<file path="src/rtl/game_wallet_pkg.sv">
// Shared types for the game wallet: FSM states and the latched winner index.
package game_wallet_pkg;

  typedef enum logic [1:0] {
    IDLE    = 2'd0,
    CHECK   = 2'd1,
    COMMIT  = 2'd2,
    RELEASE = 2'd3
  } wallet_state_e;

  // Winner index wide enough for up to 7 shop channels plus the upgrade slot
  localparam int unsigned IDX_W = 3;
  typedef logic [IDX_W-1:0] win_idx_t;
  localparam win_idx_t UPGRADE_IDX = win_idx_t'(2**IDX_W - 1);

  function automatic int unsigned max_u(input int unsigned a, input int unsigned b);
    return (a > b) ? a : b;
  endfunction

endpackage

</file>
<file path="src/rtl/game_wallet_arbiter.sv">
// Fixed-priority purchase arbiter: upgrade first, then lowest-numbered shop channel.
module wallet_arbiter
  import game_wallet_pkg::*;
#(
  parameter int unsigned N_CH = 4
) (
  input  logic [N_CH-1:0] req,
  input  logic            upgrade_req,
  output logic            valid_c,
  output logic [N_CH:0]   grant_c,
  output win_idx_t        idx_c
);

  always_comb begin
    valid_c = upgrade_req | (|req);
    grant_c = '0;
    idx_c   = UPGRADE_IDX;
    if (upgrade_req) begin
      grant_c[N_CH] = 1'b1;
    end else begin
      // Scan high to low so the lowest active index wins
      for (int i = N_CH - 1; i >= 0; i--) begin
        if (req[i]) begin
          grant_c    = '0;
          grant_c[i] = 1'b1;
          idx_c      = win_idx_t'(i);
        end
      end
    end
  end

endmodule

</file>
<file path="src/rtl/game_wallet.sv">
// Multi-channel currency wallet: level-scaled income, arbitrated purchases and upgrades.
// Define GAME_WALLET_TICK_SYNC_EN when gameTick is an asynchronous slow clock.
module game_wallet
  import game_wallet_pkg::*;
#(
  parameter int unsigned N_CH      = 4,
  parameter int unsigned BAL_W     = 11,
  parameter int unsigned COST_W    = 12,
  parameter int unsigned LVL_W     = 2,
  parameter int unsigned MAX_BAL   = 2000,
  parameter int unsigned START_BAL = 50,
  parameter int unsigned BASE_INC  = 10,
  parameter int unsigned UPG_BASE  = 100
) (
  input  logic                   Clk,
  input  logic                   Reset,
  input  logic                   gameTick,
  input  logic [N_CH-1:0]        req,
  input  logic [N_CH*COST_W-1:0] cost,
  input  logic                   upgradeReq,
  output logic [N_CH-1:0]        ack,
  output logic                   upgAck,
  output logic                   buySucc,
  output logic [BAL_W-1:0]       balance,
  output logic [LVL_W-1:0]       level,
  output logic                   maxed,
  output logic                   lvlMaxed
);

  localparam int unsigned CMP_W = max_u(COST_W, BAL_W) + 1;
  localparam int unsigned SUM_W = CMP_W + 1;

  wallet_state_e    state_q, state_d;
  win_idx_t         win_idx_q, win_idx_d;
  logic [CMP_W-1:0] cost_q, cost_d;
  logic             ok_q, ok_d;
  logic [BAL_W-1:0] balance_q, balance_d;
  logic [LVL_W-1:0] level_q, level_d;
  logic [N_CH-1:0]  ack_q, ack_d;
  logic             upg_ack_q, upg_ack_d;
  logic             succ_q, succ_d;

  logic             credit_c;
  logic             arb_valid_c;
  logic [N_CH:0]    arb_grant_c;
  win_idx_t         arb_idx_c;
  logic [CMP_W-1:0] sel_cost_c;
  logic [CMP_W-1:0] upg_cost_c;
  logic [SUM_W-1:0] income_c;
  logic [SUM_W-1:0] debit_c;
  logic [SUM_W-1:0] sum_c;
  logic             win_req_c;
  logic             win_is_upg_c;
  logic             lvl_maxed_c;

`ifdef GAME_WALLET_TICK_SYNC_EN
  // Two-flop synchronizer plus one history flop for rising-edge detection
  logic [2:0] tick_sync_q, tick_sync_d;

  always_comb begin
    tick_sync_d = {tick_sync_q[1:0], gameTick};
    credit_c    = tick_sync_q[1] & ~tick_sync_q[2];
  end

  always_ff @(posedge Clk) begin
    if (Reset) tick_sync_q <= '0;
    else       tick_sync_q <= tick_sync_d;
  end
`else
  assign credit_c = gameTick;
`endif

  wallet_arbiter #(.N_CH(N_CH)) u_arbiter (
    .req         (req),
    .upgrade_req (upgradeReq),
    .valid_c     (arb_valid_c),
    .grant_c     (arb_grant_c),
    .idx_c       (arb_idx_c)
  );

  assign lvl_maxed_c  = (level_q == {LVL_W{1'b1}});
  assign win_is_upg_c = (win_idx_q == UPGRADE_IDX);

  // Pricing and income both scale with the current level
  always_comb begin
    upg_cost_c = CMP_W'(UPG_BASE) << level_q;
    income_c   = SUM_W'(BASE_INC) * (SUM_W'(level_q) + SUM_W'(1));
  end

  always_comb begin
    sel_cost_c = '0;
    if (arb_grant_c[N_CH]) sel_cost_c = upg_cost_c;
    for (int i = 0; i < N_CH; i++) begin
      if (arb_grant_c[i]) sel_cost_c = CMP_W'(cost[i*COST_W +: COST_W]);
    end
  end

  // Level of the latched winner's request, used to close the 4-phase handshake
  always_comb begin
    win_req_c = win_is_upg_c ? upgradeReq : 1'b0;
    for (int i = 0; i < N_CH; i++) begin
      if (win_idx_q == win_idx_t'(i)) win_req_c = req[i];
    end
  end

  always_ff @(posedge Clk) begin
    if (Reset) state_q <= IDLE;
    else       state_q <= state_d;
  end

  always_comb begin
    state_d = state_q;
    unique case (state_q)
      IDLE:    if (arb_valid_c) state_d = CHECK;
      CHECK:   state_d = COMMIT;
      COMMIT:  state_d = RELEASE;
      RELEASE: if (!win_req_c) state_d = IDLE;
      default: state_d = IDLE;
    endcase
  end

  always_comb begin
    win_idx_d = win_idx_q;
    cost_d    = cost_q;
    ok_d      = ok_q;
    level_d   = level_q;
    ack_d     = '0;
    upg_ack_d = 1'b0;
    succ_d    = 1'b0;
    debit_c   = '0;

    unique case (state_q)
      IDLE: begin
        if (arb_valid_c) begin
          win_idx_d = arb_idx_c;
          cost_d    = sel_cost_c;
        end
      end
      CHECK: begin
        ok_d = (cost_q <= CMP_W'(balance_q)) && !(win_is_upg_c && lvl_maxed_c);
      end
      COMMIT: begin
        succ_d = ok_q;
        if (win_is_upg_c) upg_ack_d = 1'b1;
        for (int i = 0; i < N_CH; i++) begin
          if (win_idx_q == win_idx_t'(i)) ack_d[i] = 1'b1;
        end
        if (ok_q) begin
          debit_c = SUM_W'(cost_q);
          if (win_is_upg_c) level_d = level_q + LVL_W'(1);
        end
      end
      default: ;
    endcase

    // Debit never exceeds balance, so the sum stays non-negative before clamping
    sum_c     = SUM_W'(balance_q) - debit_c + (credit_c ? income_c : '0);
    balance_d = (sum_c > SUM_W'(MAX_BAL)) ? BAL_W'(MAX_BAL) : BAL_W'(sum_c);
  end

  always_ff @(posedge Clk) begin
    if (Reset) begin
      win_idx_q <= UPGRADE_IDX;
      cost_q    <= '0;
      ok_q      <= 1'b0;
      balance_q <= BAL_W'(START_BAL);
      level_q   <= '0;
      ack_q     <= '0;
      upg_ack_q <= 1'b0;
      succ_q    <= 1'b0;
    end else begin
      win_idx_q <= win_idx_d;
      cost_q    <= cost_d;
      ok_q      <= ok_d;
      balance_q <= balance_d;
      level_q   <= level_d;
      ack_q     <= ack_d;
      upg_ack_q <= upg_ack_d;
      succ_q    <= succ_d;
    end
  end

  assign ack      = ack_q;
  assign upgAck   = upg_ack_q;
  assign buySucc  = succ_q;
  assign balance  = balance_q;
  assign level    = level_q;
  assign maxed    = (balance_q == BAL_W'(MAX_BAL));
  assign lvlMaxed = lvl_maxed_c;

endmodule

</file>
<file path="config.mk">
export PLATFORM = sky130hd
export DESIGN_NAME = game_wallet
export DESIGN_NICKNAME = d
export VERILOG_FILES = /design/src/rtl/game_wallet_pkg.sv /design/src/rtl/game_wallet_arbiter.sv /design/src/rtl/game_wallet.sv
export SDC_FILE = /design/constraint.sdc
export NUM_CORES = 1
export LEC_CHECK = 0
export ABC_AREA = 1
export BUFFER_PORTS_ARGS = -buffer_cell sky130_fd_sc_hd__buf_2
export CAP_MARGIN = 20
export CORE_MARGIN = 2
export CORE_UTILIZATION = 54
export DETAILED_ROUTE_END_ITERATION = 16
export GPL_TIMING_DRIVEN = 0
export PLACE_DENSITY_LB_ADDON = 0.12
export SLEW_MARGIN = 0
export SYNTH_ARGS = -nofsm -noshare
export SYNTH_HDL_FRONTEND = slang
export SYNTH_SLANG_ARGS = --single-unit
export TNS_END_PERCENT = 1
</file>
<file path="constraint.sdc">
create_clock -name Clk -period 3.26 [get_ports Clk]
set_input_delay 0.652 -clock Clk [delete_from_list [all_inputs] [get_ports Clk]]
set_output_delay 0.652 -clock Clk [all_outputs]
set_load 0.02 [all_outputs]
</file>
==> results of run 1 <==
-- synth_stat cells (3+ instances only) --
cell type                  instances  area [sq um]
sky130_fd_sc_hd__dfxtp_1          37           741
sky130_fd_sc_hd__ha_1             37           463
sky130_fd_sc_hd__nand3_1          25           125
sky130_fd_sc_hd__a221oi_1          3          26.3
sky130_fd_sc_hd__nand3b_1          3          22.5
sky130_fd_sc_hd__inv_2             3          11.3
sky130_fd_sc_hd__nor2_1           35           131
sky130_fd_sc_hd__fa_1              7           140
sky130_fd_sc_hd__nor2_2            3          18.8
sky130_fd_sc_hd__buf_2             7          35.0
sky130_fd_sc_hd__nor3_1            7          35.0
sky130_fd_sc_hd__nand3_2           3          30.0
sky130_fd_sc_hd__a31oi_1           4          25.0
sky130_fd_sc_hd__nand2_2          13          81.3
sky130_fd_sc_hd__nand2_1          88           330
sky130_fd_sc_hd__o21ai_0          26           130
sky130_fd_sc_hd__a21oi_1          53           265
sky130_fd_sc_hd__nand4_1          10          62.6
sky130_fd_sc_hd__inv_1            77           289
sky130_fd_sc_hd__o211ai_1          4          30.0
-- stage by stage --
stage,cells,instance area (sq um)
after floorplan,465,3150
after global placement,613,3620
after detailed placement,613,3620
after CTS,621,3740
after global routing,621,3800
final,621,3800
-- state kept, by name, summed over array words and instances (netlist names) --
register / count
balance: 11
level: 2
ok_q: 1
win_idx_q: 3
state_q: 2
ack: 4
cost_q: 12
buySucc: 1
upgAck: 1
-- worst paths after layout --
kind,startpoint,cells past startpoint,endpoint
worst max register to register,level[0],15,balance[1]
worst min register to register,state_q[0],2,state_q[0]
worst max-delay path,level[0],15,balance[1]
worst min-delay path,state_q[0],2,state_q[0]
-- layout make-up --
| type | instances | share of cell area |
|---|---|---|
| Inverter | 80 | 0.0799 |
| Multi-Input combinational cell | 336 | 0.557 |
| Sequential cell | 37 | 0.196 |
| Clock buffer | 7 | 0.0253 |
| Clock inverter | 1 | 0.00132 |
| Buffer | 12 | 0.0168 |
| Tap cell | 72 | 0.0237 |
| Timing Repair Buffer | 76 | 0.100 |
-- where the power goes --
part           internal (W)  switching, W  total [W]  leakage, nW
Sequential         0.000601      0.000137   0.000738        0.307
Clock              0.000191      0.000170   0.000361       0.0542
Combinational      0.000782       0.00134    0.00212         1.64
-- repair_timing --
item,CTS,global route
setup endpoints to repair,11,11
pin swaps,0,3
gates resized for setup,6,15
-- critical path: cells and delay by family (launching register included) --
kind,cells,cell delay (ns)
buffers and inverters,2,0.20
AND/OR/NAND/NOR,10,1.17
adder cells (fa/ha/maj),3,1.25
flip-flops,1,0.39
-- cell families after synthesis --
family	count (synthesis)	share of synthesized area
and+or+nand+nor	194	0.287
AOI/OAI and AO/OA	98	0.171
buffers and inverters	92	0.115
adders and majority gates	44	0.191
DFF	37	0.235
-- layer usage --
metal  global-route usage  vias up  share of wire
met5                    0        -              0
met4               0.0780        0          0.019
met3               0.0472       19          0.071
met2                0.428      138           0.45
met1                0.396     1533           0.46
li1                     -     1704              -
==> results.json, run 1 <==
{
  "status": "complete, no violations",
  "worst_setup_path_end_kind": "register",
  "post_route_clock_period_utilization": 0.954,
  "i_o_pin_count": 77,
  "mostFrequentLayoutCell": "sky130_fd_sc_hd__nand2_1",
  "asyncSetResetFlopFracSynth": 0,
  "slowest_stage": "sky130_fd_sc_hd__fa_1",
  "grt_use_total": 0.277,
  "dominantRegCellSynth": "sky130_fd_sc_hd__dfxtp_1",
  "fin_setup_tns_ns": 0,
  "final.setup.worst_slack_ns": 0.150,
  "synth_cell_types": 34,
  "fillerInstances": 511,
  "globalRouteOverflowTotal": 0,
  "gpl.final_weighted_congestion": 0.936,
  "cts_tree": "built",
  "critical_path_required_ns": 3.45,
  "tightestPinTransition_ns": 0.535,
  "most-common-layout-cells": "sky130_fd_sc_hd__nand2_1, sky130_fd_sc_hd__buf_2, sky130_fd_sc_hd__inv_1",
  "grt_antenna_before_repair": 0,
  "timing.final.crit_period_ns": 3.11,
  "worst_slew_margin_rel": 0.643,
  "reg2reg_setup_slack_ns": 0.15,
  "syn_inst": 465,
  "viasPerCell": 5.47,
  "timing.setup.critical_path_class": "reg2reg",
  "synth_edf_count": 0,
  "number_of_clock_sinks_seen_by_cts": 37,
  "die_height_um": 80.4,
  "seq_area_frac_synth": 0.235,
  "core_area_sq_um": 5570,
  "critPathMaxFanout": 7,
  "area_delta_synth_final_pct": 20.6,
  "floorplan.die_area_sq_um": 6470,
  "clock_insertion_delay_worst_skew_ns": 0.29,
  "pwr_density_cell_nw_per_um2": 846,
  "postSynthAreaPerCell_sq_um": 6.78,
  "via_count_of_the_first_global_routing_pass": 3050,
  "fmax_mhz": 322,
  "layout_cell_share_with_drive_strength_beyond_1": 0.248,
  "cts-root-to-sink-buffers": 2,
  "drt_first_pass_iters": 5,
  "ctsHtreeMaxLevel": 2,
  "syn-cell-area_sq_um": 3150,
  "numCtsBuffers": 5,
  "total_of_max_cap_violations": 0,
  "final-hold-violation-count": 0,
  "syn-num-nets": 565,
  "multi_input_area_sq_um": 2120,
  "die-width_um": 80.4,
  "total_via_count_after_detailed_routing": 3394,
  "drt-wirelength-per-cell_um": 14.2,
  "clock_skew_ns": 0.00848,
  "worst-endpoint-arrival_ns": 3.29,
  "crit_path_frequent_cell": "sky130_fd_sc_hd__nand2_1",
  "min_path_type": "reg2reg",
  "postLayoutCoreUtil": 0.682,
  "nNetsFinal": 648,
  "floorplan.initialDensity": 0.566,
  "fin_hold_ws_ns": 0.497,
  "largest_net_degree_at_the_start_of_global_routing": 12,
  "ys_warn_count": 0,
  "postRouteAntennaNets": 0,
  "place_worst_setup_slack_ns": -0.218,
  "antenna_cells": 0,
  "dp.final_hpwl_mm": 7.13,
  "report.final.slew_viol_count": 0,
  "drtIter0Drc": 213,
  "port-buffer-count": 76,
  "cts_post_setup_buffers_inserted": 0,
  "power.static_leakage_nw": 2.00,
  "wire_length_of_the_first_global_routing_pass_mm": 13.9,
  "worst_stage_delay_on_the_critical_path_ns": 0.52,
  "register_area_sq_um": 746,
  "finalSetupViolations": 0,
  "clockRootBuffer": "sky130_fd_sc_hd__clkbuf_8",
  "startpoint_class_of_the_critical_path": "register",
  "wirelength_mm": 8.85,
  "critical_path.cell_chain": "inv_1 > ha_4 > nand4_1 > fa_1 > inv_1 > ha_2 > nand2_1 > nor2_1 > nand3_1 > nand4_1 > nand2_1 > nor2_1 > nand2_4 > nand3_1 > nand2_1",
  "vdd_drop_max_mv": 0.675,
  "detail_route.drc_violations": 0,
  "ctsHoldBuffers": 0,
  "flop_and_latch_count_out_of_synthesis": 37,
  "power_w": 0.00322,
  "worst_setup_hold_path_clk_slew_ns": 0.08,
  "placement_rows": 27
}
(Power assumes the default switching activity.)
==> inputs of run 2 (changes only) <==
--- a/config.mk
+++ b/config.mk
@@ -6,11 +6,11 @@
 export NUM_CORES = 1
 export LEC_CHECK = 0
 export ABC_AREA = 1
-export BUFFER_PORTS_ARGS = -buffer_cell sky130_fd_sc_hd__buf_2
 export CAP_MARGIN = 20
 export CORE_MARGIN = 2
-export CORE_UTILIZATION = 54
+export CORE_UTILIZATION = 65
 export DETAILED_ROUTE_END_ITERATION = 16
+export DONT_BUFFER_PORTS = 1
 export GPL_TIMING_DRIVEN = 0
 export PLACE_DENSITY_LB_ADDON = 0.12
 export SLEW_MARGIN = 0
==> results.json, run 2 (synthesis results as in run 1) <==
{
  "postRouteAntennaNets": 0,
  "i_o_pin_count": 77,
  "clock_skew_ns": 0.00548,
  "floorplan.initialDensity": 0.672,
  "grt_use_total": 0.313,
  "timing.hold.worst.start": "Reset",
  "port-buffer-count": 0,
  "min_path_cells": 2,
  "worst_setup_hold_path_clk_slew_ns": 0.08,
  "layout_cell_share_with_drive_strength_beyond_1": 0.139,
  "final_cells": 530,
  "most-common-layout-cells": "sky130_fd_sc_hd__nand2_1, sky130_fd_sc_hd__inv_1, sky130_fd_sc_hd__a21oi_1",
  "number_of_flip_flops_in_the_largest_register": 12,
  "status": "complete, no violations",
  "viasPerCell": 6.03,
  "nNetsFinal": 575,
  "post-place-cells": 519,
  "worst_setup_path_end_kind": "register",
  "globalRouteOverflowTotal": 0,
  "post_route_clock_period_utilization": 0.948,
  "core_area_sq_um": 4690,
  "drt_first_pass_iters": 5,
  "die-width_um": 73.6,
  "ctsHoldBuffers": 0,
  "min_path_type": "in2reg",
  "die_height_um": 73.6,
  "worst-endpoint-arrival_ns": 3.29,
  "report.final.slew_viol_count": 0,
  "total_via_count_after_detailed_routing": 3196,
  "finalSetupViolations": 0,
  "total_of_max_cap_violations": 0,
  "wirelength_mm": 8.43,
  "tightestPinTransition_ns": 0.747,
  "setup.worst_path.start": "level[0]",
  "antenna_cells": 0,
  "clock_insertion_delay_worst_skew_ns": 0.29,
  "startpoint_class_of_the_critical_path": "register",
  "numCtsBuffers": 5,
  "drtIter0Drc": 353,
  "timing.final.crit_period_ns": 3.09,
  "ctsHtreeMaxLevel": 2,
  "critPathMaxFanout": 9,
  "power.static_leakage_nw": 1.68,
  "number_of_clock_sinks_seen_by_cts": 37,
  "clockRootBuffer": "sky130_fd_sc_hd__clkbuf_8",
  "power_w": 0.00332,
  "largest_net_degree_at_the_start_of_global_routing": 13,
  "cts_tree": "built",
  "mostFrequentLayoutCell": "sky130_fd_sc_hd__nand2_1",
  "fillerInstances": 408,
  "grt_antenna_before_repair": 0,
  "placement_rows": 25,
  "timing.reg2reg.worst_path_depth": 17,
  "floorplan.die_area_sq_um": 5420,
  "gpl.final_weighted_congestion": 0.898,
  "dp.final_hpwl_mm": 6.64,
  "vdd_drop_max_mv": 0.563,
  "wire_length_of_the_first_global_routing_pass_mm": 13.1,
  "critical_path_required_ns": 3.46,
  "critical_path.reg2reg.startpoint": "level[0]",
  "max_flop_register": "cost_q",
  "fin_setup_tns_ns": 0,
  "worst_slew_margin_rel": 0.498,
  "cts-root-to-sink-buffers": 2,
  "drt-wirelength-per-cell_um": 15.9,
  "timing.setup.critical_path_class": "reg2reg",
  "final-hold-violation-count": 0,
  "via_count_of_the_first_global_routing_pass": 2861,
  "detail_route.drc_violations": 0,
  "area_delta_synth_final_pct": 10.6,
  "pwr_density_cell_nw_per_um2": 951,
  "fmax_mhz": 324
}
-- run 2: power breakdown --
part	total [W]	internal [W]	switching, W	leakage, nW
Clock	0.000473	0.000304	0.000169	0.0681
Sequential	0.000803	0.000600	0.000204	0.307
Combinational	0.00204	0.000753	0.00129	1.31
-- run 2: what timing repair did --
| item | CTS | global route |
|---|---|---|
| setup buffers | 0 | 3 |
| gates cloned | 0 | 0 |
| endpoints found under the hold margin | 0 | 0 |
| setup endpoints to repair | 11 | 11 |
| resized for setup | 11 | 16 |
| pin swaps | 0 | 2 |
-- run 2: layer usage --
metal	routed length, um	GRT usage	vias to the layer above	part of all wire
met5	0	0	-	0
met4	109	0.0788	0	0.013
met3	708	0.0617	12	0.084
met2	3810	0.474	162	0.45
met1	3800	0.455	1472	0.45
li1	-	-	1550	-
-- run 2: critical path, cell delays in order, from the launching register on --
cell,delay (ns)
sky130_fd_sc_hd__dfxtp_4,0.43
sky130_fd_sc_hd__clkinvlp_4,0.13
sky130_fd_sc_hd__ha_4,0.32
sky130_fd_sc_hd__nand4_1,0.16
sky130_fd_sc_hd__fa_1,0.52
sky130_fd_sc_hd__inv_1,0.07
sky130_fd_sc_hd__ha_4,0.31
sky130_fd_sc_hd__nand2_1,0.11
sky130_fd_sc_hd__nor2_1,0.12
sky130_fd_sc_hd__nand2_1,0.10
sky130_fd_sc_hd__nand2_2,0.11
sky130_fd_sc_hd__nand2_2,0.05
sky130_fd_sc_hd__nand2_2,0.07
sky130_fd_sc_hd__nand2_4,0.06
sky130_fd_sc_hd__nor2_8,0.19
sky130_fd_sc_hd__nand3_1,0.13
sky130_fd_sc_hd__nand2_1,0.08
sky130_fd_sc_hd__inv_1,0.03
-- run 2: final cells by class --
cell class / count / area, sq um / area share
tap: 54 / 67.6 / 0.0194
inverter: 80 / 308 / 0.0883
clock inverter: 3 / 65.1 / 0.0187
multi-input combinational: 336 / 2140 / 0.614
timing repair buffer: 3 / 22.5 / 0.00646
clock buffer: 5 / 68.8 / 0.0197
sequential: 37 / 751 / 0.215
buffer: 12 / 63.8 / 0.0183
-- run 2: path summary, 6_finish.rpt --
check	slack, ns	end
worst max register to register	0.17	balance[7]
worst max-delay path	0.17	balance[7]
worst min-delay path	0.48	win_idx_q[2]
worst min register to register	0.51	state_q[1]
-- run 2: metrics by stage --
stage / util / worst slack (ns) / hold slack, ns / cell area [sq um]
2_1_floorplan: - / 0.288 / 0.444 / 3150
6_report: 0.743 / 0.171 / 0.482 / 3490
5_1_grt: 0.743 / -0.0338 / 0.521 / 3490
3_3_place_gp: 0.686 / -0.215 / 0.453 / 3220
4_1_cts: 0.720 / 0.0155 / 0.469 / 3380
3_5_place_dp: 0.686 / -0.287 / 0.464 / 3220
==> inputs of run 3 (changes only) <==
--- a/config.mk
+++ b/config.mk
@@ -8,9 +8,10 @@
 export ABC_AREA = 1
 export CAP_MARGIN = 20
 export CORE_MARGIN = 2
-export CORE_UTILIZATION = 65
+export CORE_UTILIZATION = 54
 export DETAILED_ROUTE_END_ITERATION = 16
 export DONT_BUFFER_PORTS = 1
+export GPL_ROUTABILITY_DRIVEN = 0
 export GPL_TIMING_DRIVEN = 0
 export PLACE_DENSITY_LB_ADDON = 0.12
 export SLEW_MARGIN = 0
==> results.json, run 3 (synthesis results as in run 1) <==
{
  "terminus_of_the_critical_flop_to_flop_path": "balance[7]",
  "drt-wirelength-per-cell_um": 15.7,
  "wire_length_of_the_first_global_routing_pass_mm": 13.5,
  "final.setup.worst_slack_ns": 0.179,
  "critPathMaxFanout": 7,
  "via_count_of_the_first_global_routing_pass": 2923,
  "worst_slew_margin_rel": 0.509,
  "worst-endpoint-arrival_ns": 3.27,
  "fin_hold_ws_ns": 0.482,
  "ctsHtreeMaxLevel": 2,
  "antenna_cells": 0,
  "post_route_clock_period_utilization": 0.945,
  "post-place-cells": 537,
  "multi_input_area_sq_um": 2170,
  "vdd_drop_max_mv": 0.424,
  "wirelength_mm": 8.58,
  "min_path_cells": 2,
  "area_delta_synth_final_pct": 10.2,
  "clockRootBuffer": "sky130_fd_sc_hd__clkbuf_8",
  "dpl-instance-area_sq_um": 3240,
  "critical_path.reg2reg.startpoint": "level[0]",
  "layout_cell_share_with_drive_strength_beyond_1": 0.141,
  "timing.hold.worst.start": "Reset",
  "critical_path_required_ns": 3.45,
  "worst_setup_hold_path_clk_slew_ns": 0.08,
  "total_via_count_after_detailed_routing": 3104,
  "grt_antenna_before_repair": 0,
  "most-common-layout-cells": "sky130_fd_sc_hd__nand2_1, sky130_fd_sc_hd__inv_1, sky130_fd_sc_hd__a21oi_1",
  "cts-root-to-sink-buffers": 2,
  "dp.final_hpwl_mm": 6.82,
  "pwr_density_cell_nw_per_um2": 918,
  "register_area_sq_um": 751,
  "final-hold-violation-count": 0,
  "clock_skew_ns": 0.00523,
  "startpoint_class_of_the_critical_path": "register",
  "die-width_um": 80.4,
  "min_delay_worst_endpoint": "win_idx_q[2]",
  "place_worst_setup_slack_ns": -0.253,
  "postRouteAntennaNets": 0,
  "reg2reg_setup_slack_ns": 0.18,
  "drtIter0Drc": 172,
  "total_of_max_cap_violations": 0,
  "min_path_type": "in2reg",
  "die_height_um": 80.4,
  "grt_use_total": 0.272,
  "detail_route.drc_violations": 0,
  "timing.final.crit_period_ns": 3.08,
  "cts_tree": "built",
  "viasPerCell": 5.66,
  "clock_insertion_delay_worst_skew_ns": 0.29,
  "final_area_sq_um": 3480,
  "placement_rows": 27,
  "final_cells": 548,
  "report.final.slew_viol_count": 0,
  "ctsHoldBuffers": 0,
  "fillerInstances": 547,
  "fmax_mhz": 325,
  "nNetsFinal": 575,
  "largest_net_degree_at_the_start_of_global_routing": 12,
  "max_flop_register": "cost_q",
  "floorplan.die_area_sq_um": 6470,
  "worst_setup_path_end_kind": "register",
  "i_o_pin_count": 77,
  "number_of_flip_flops_in_the_largest_register": 12,
  "tightestPinTransition_ns": 0.731,
  "port-buffer-count": 0,
  "number_of_clock_sinks_seen_by_cts": 37,
  "globalRouteOverflowTotal": 0,
  "floorplan.initialDensity": 0.566,
  "mostFrequentLayoutCell": "sky130_fd_sc_hd__nand2_1",
  "status": "complete, no violations",
  "finalSetupViolations": 0,
  "timing.setup.critical_path_class": "reg2reg",
  "grt_setup_unrepaired": "false",
  "numCtsBuffers": 5,
  "drt_first_pass_iters": 4,
  "core_area_sq_um": 5570,
  "power.static_leakage_nw": 1.67,
  "timing.reg2reg.worst_path_depth": 18
}
-- run 3: cell types whose count changed in the layout (fill, tap and decap cells not counted), sizes merged --
cell    before  now
clkinv       1    2
nor2        39   40
clkbuf       9   10
bufinv       2    0
buf         11   10
-- run 3: what timing repair did --
item / CTS / global route
pin swaps: 0 / 2
endpoints found under the setup margin: 11 / 11
buffers inserted: 0 / 2
gates resized for setup: 8 / 24
gates cloned: 0 / 1
hold endpoints to repair: 0 / 0
-- run 3: area by class of cell --
cell class	instances	area share
buffer	12	0.0184
timing repair buffer	2	0.00432
multi-input combinational	337	0.623
clock inverter	2	0.00288
tap	72	0.0259
sequential	37	0.216
clock buffer	6	0.0209
inverter	80	0.0886
-- run 3: critical path, cell delays in order (launching register included) --
cell	delay [ns]
sky130_fd_sc_hd__dfxtp_4	0.43
sky130_fd_sc_hd__clkinvlp_4	0.14
sky130_fd_sc_hd__ha_4	0.33
sky130_fd_sc_hd__nand4_1	0.14
sky130_fd_sc_hd__fa_1	0.51
sky130_fd_sc_hd__inv_1	0.04
sky130_fd_sc_hd__ha_2	0.32
sky130_fd_sc_hd__nand2_1	0.13
sky130_fd_sc_hd__inv_2	0.06
sky130_fd_sc_hd__nand2_2	0.09
sky130_fd_sc_hd__nand2_2	0.05
sky130_fd_sc_hd__nand2_2	0.07
sky130_fd_sc_hd__nand3_1	0.09
sky130_fd_sc_hd__nand2_2	0.09
sky130_fd_sc_hd__nand2_4	0.09
sky130_fd_sc_hd__nor2_8	0.18
sky130_fd_sc_hd__nand3_1	0.09
sky130_fd_sc_hd__nand2_1	0.07
sky130_fd_sc_hd__inv_1	0.04
-- run 3: stage by stage --
step | total power [W] | utilization | setup TNS (ns)
floorplan | 0.00228 | - | 0
global placement | 0.00262 | 0.582 | -1.35
detailed placement | 0.00267 | 0.582 | -2.39
CTS | 0.00300 | 0.600 | 0
global route | 0.00352 | 0.624 | 0
finish | 0.00319 | 0.624 | 0
-- run 3: per-layer routing --
metal  share of wire  track usage  up-vias
li1                -            -     1554
met1            0.47        0.370     1422
met2            0.43        0.420      113
met3           0.080       0.0775       15
met4           0.015       0.0729        0
met5               0            0        -
-- run 3: worst max-delay path by stage --
| stage | startpoint | end | slack [ns] | depth (start not counted) |
|---|---|---|---|---|
| final | level[0] | balance[7] | 0.18 | 18 |
| after global routing | state_q[0] | balance[7] | 0.006 | 21 |
| after CTS | level[1] | balance[5] | 0.004 | 16 |
| after detailed placement | level[0] | balance[5] | -0.25 | 16 |
| after global placement | state_q[0] | balance[7] | -0.15 | 19 |
| after floorplan | level[0] | balance[5] | 0.29 | 16 |
-- run 3: power breakdown --
group / switching (W) / internal, W
clock network: 0.000168 / 0.000148
logic: 0.00131 / 0.000757
registers: 0.000205 / 0.000599
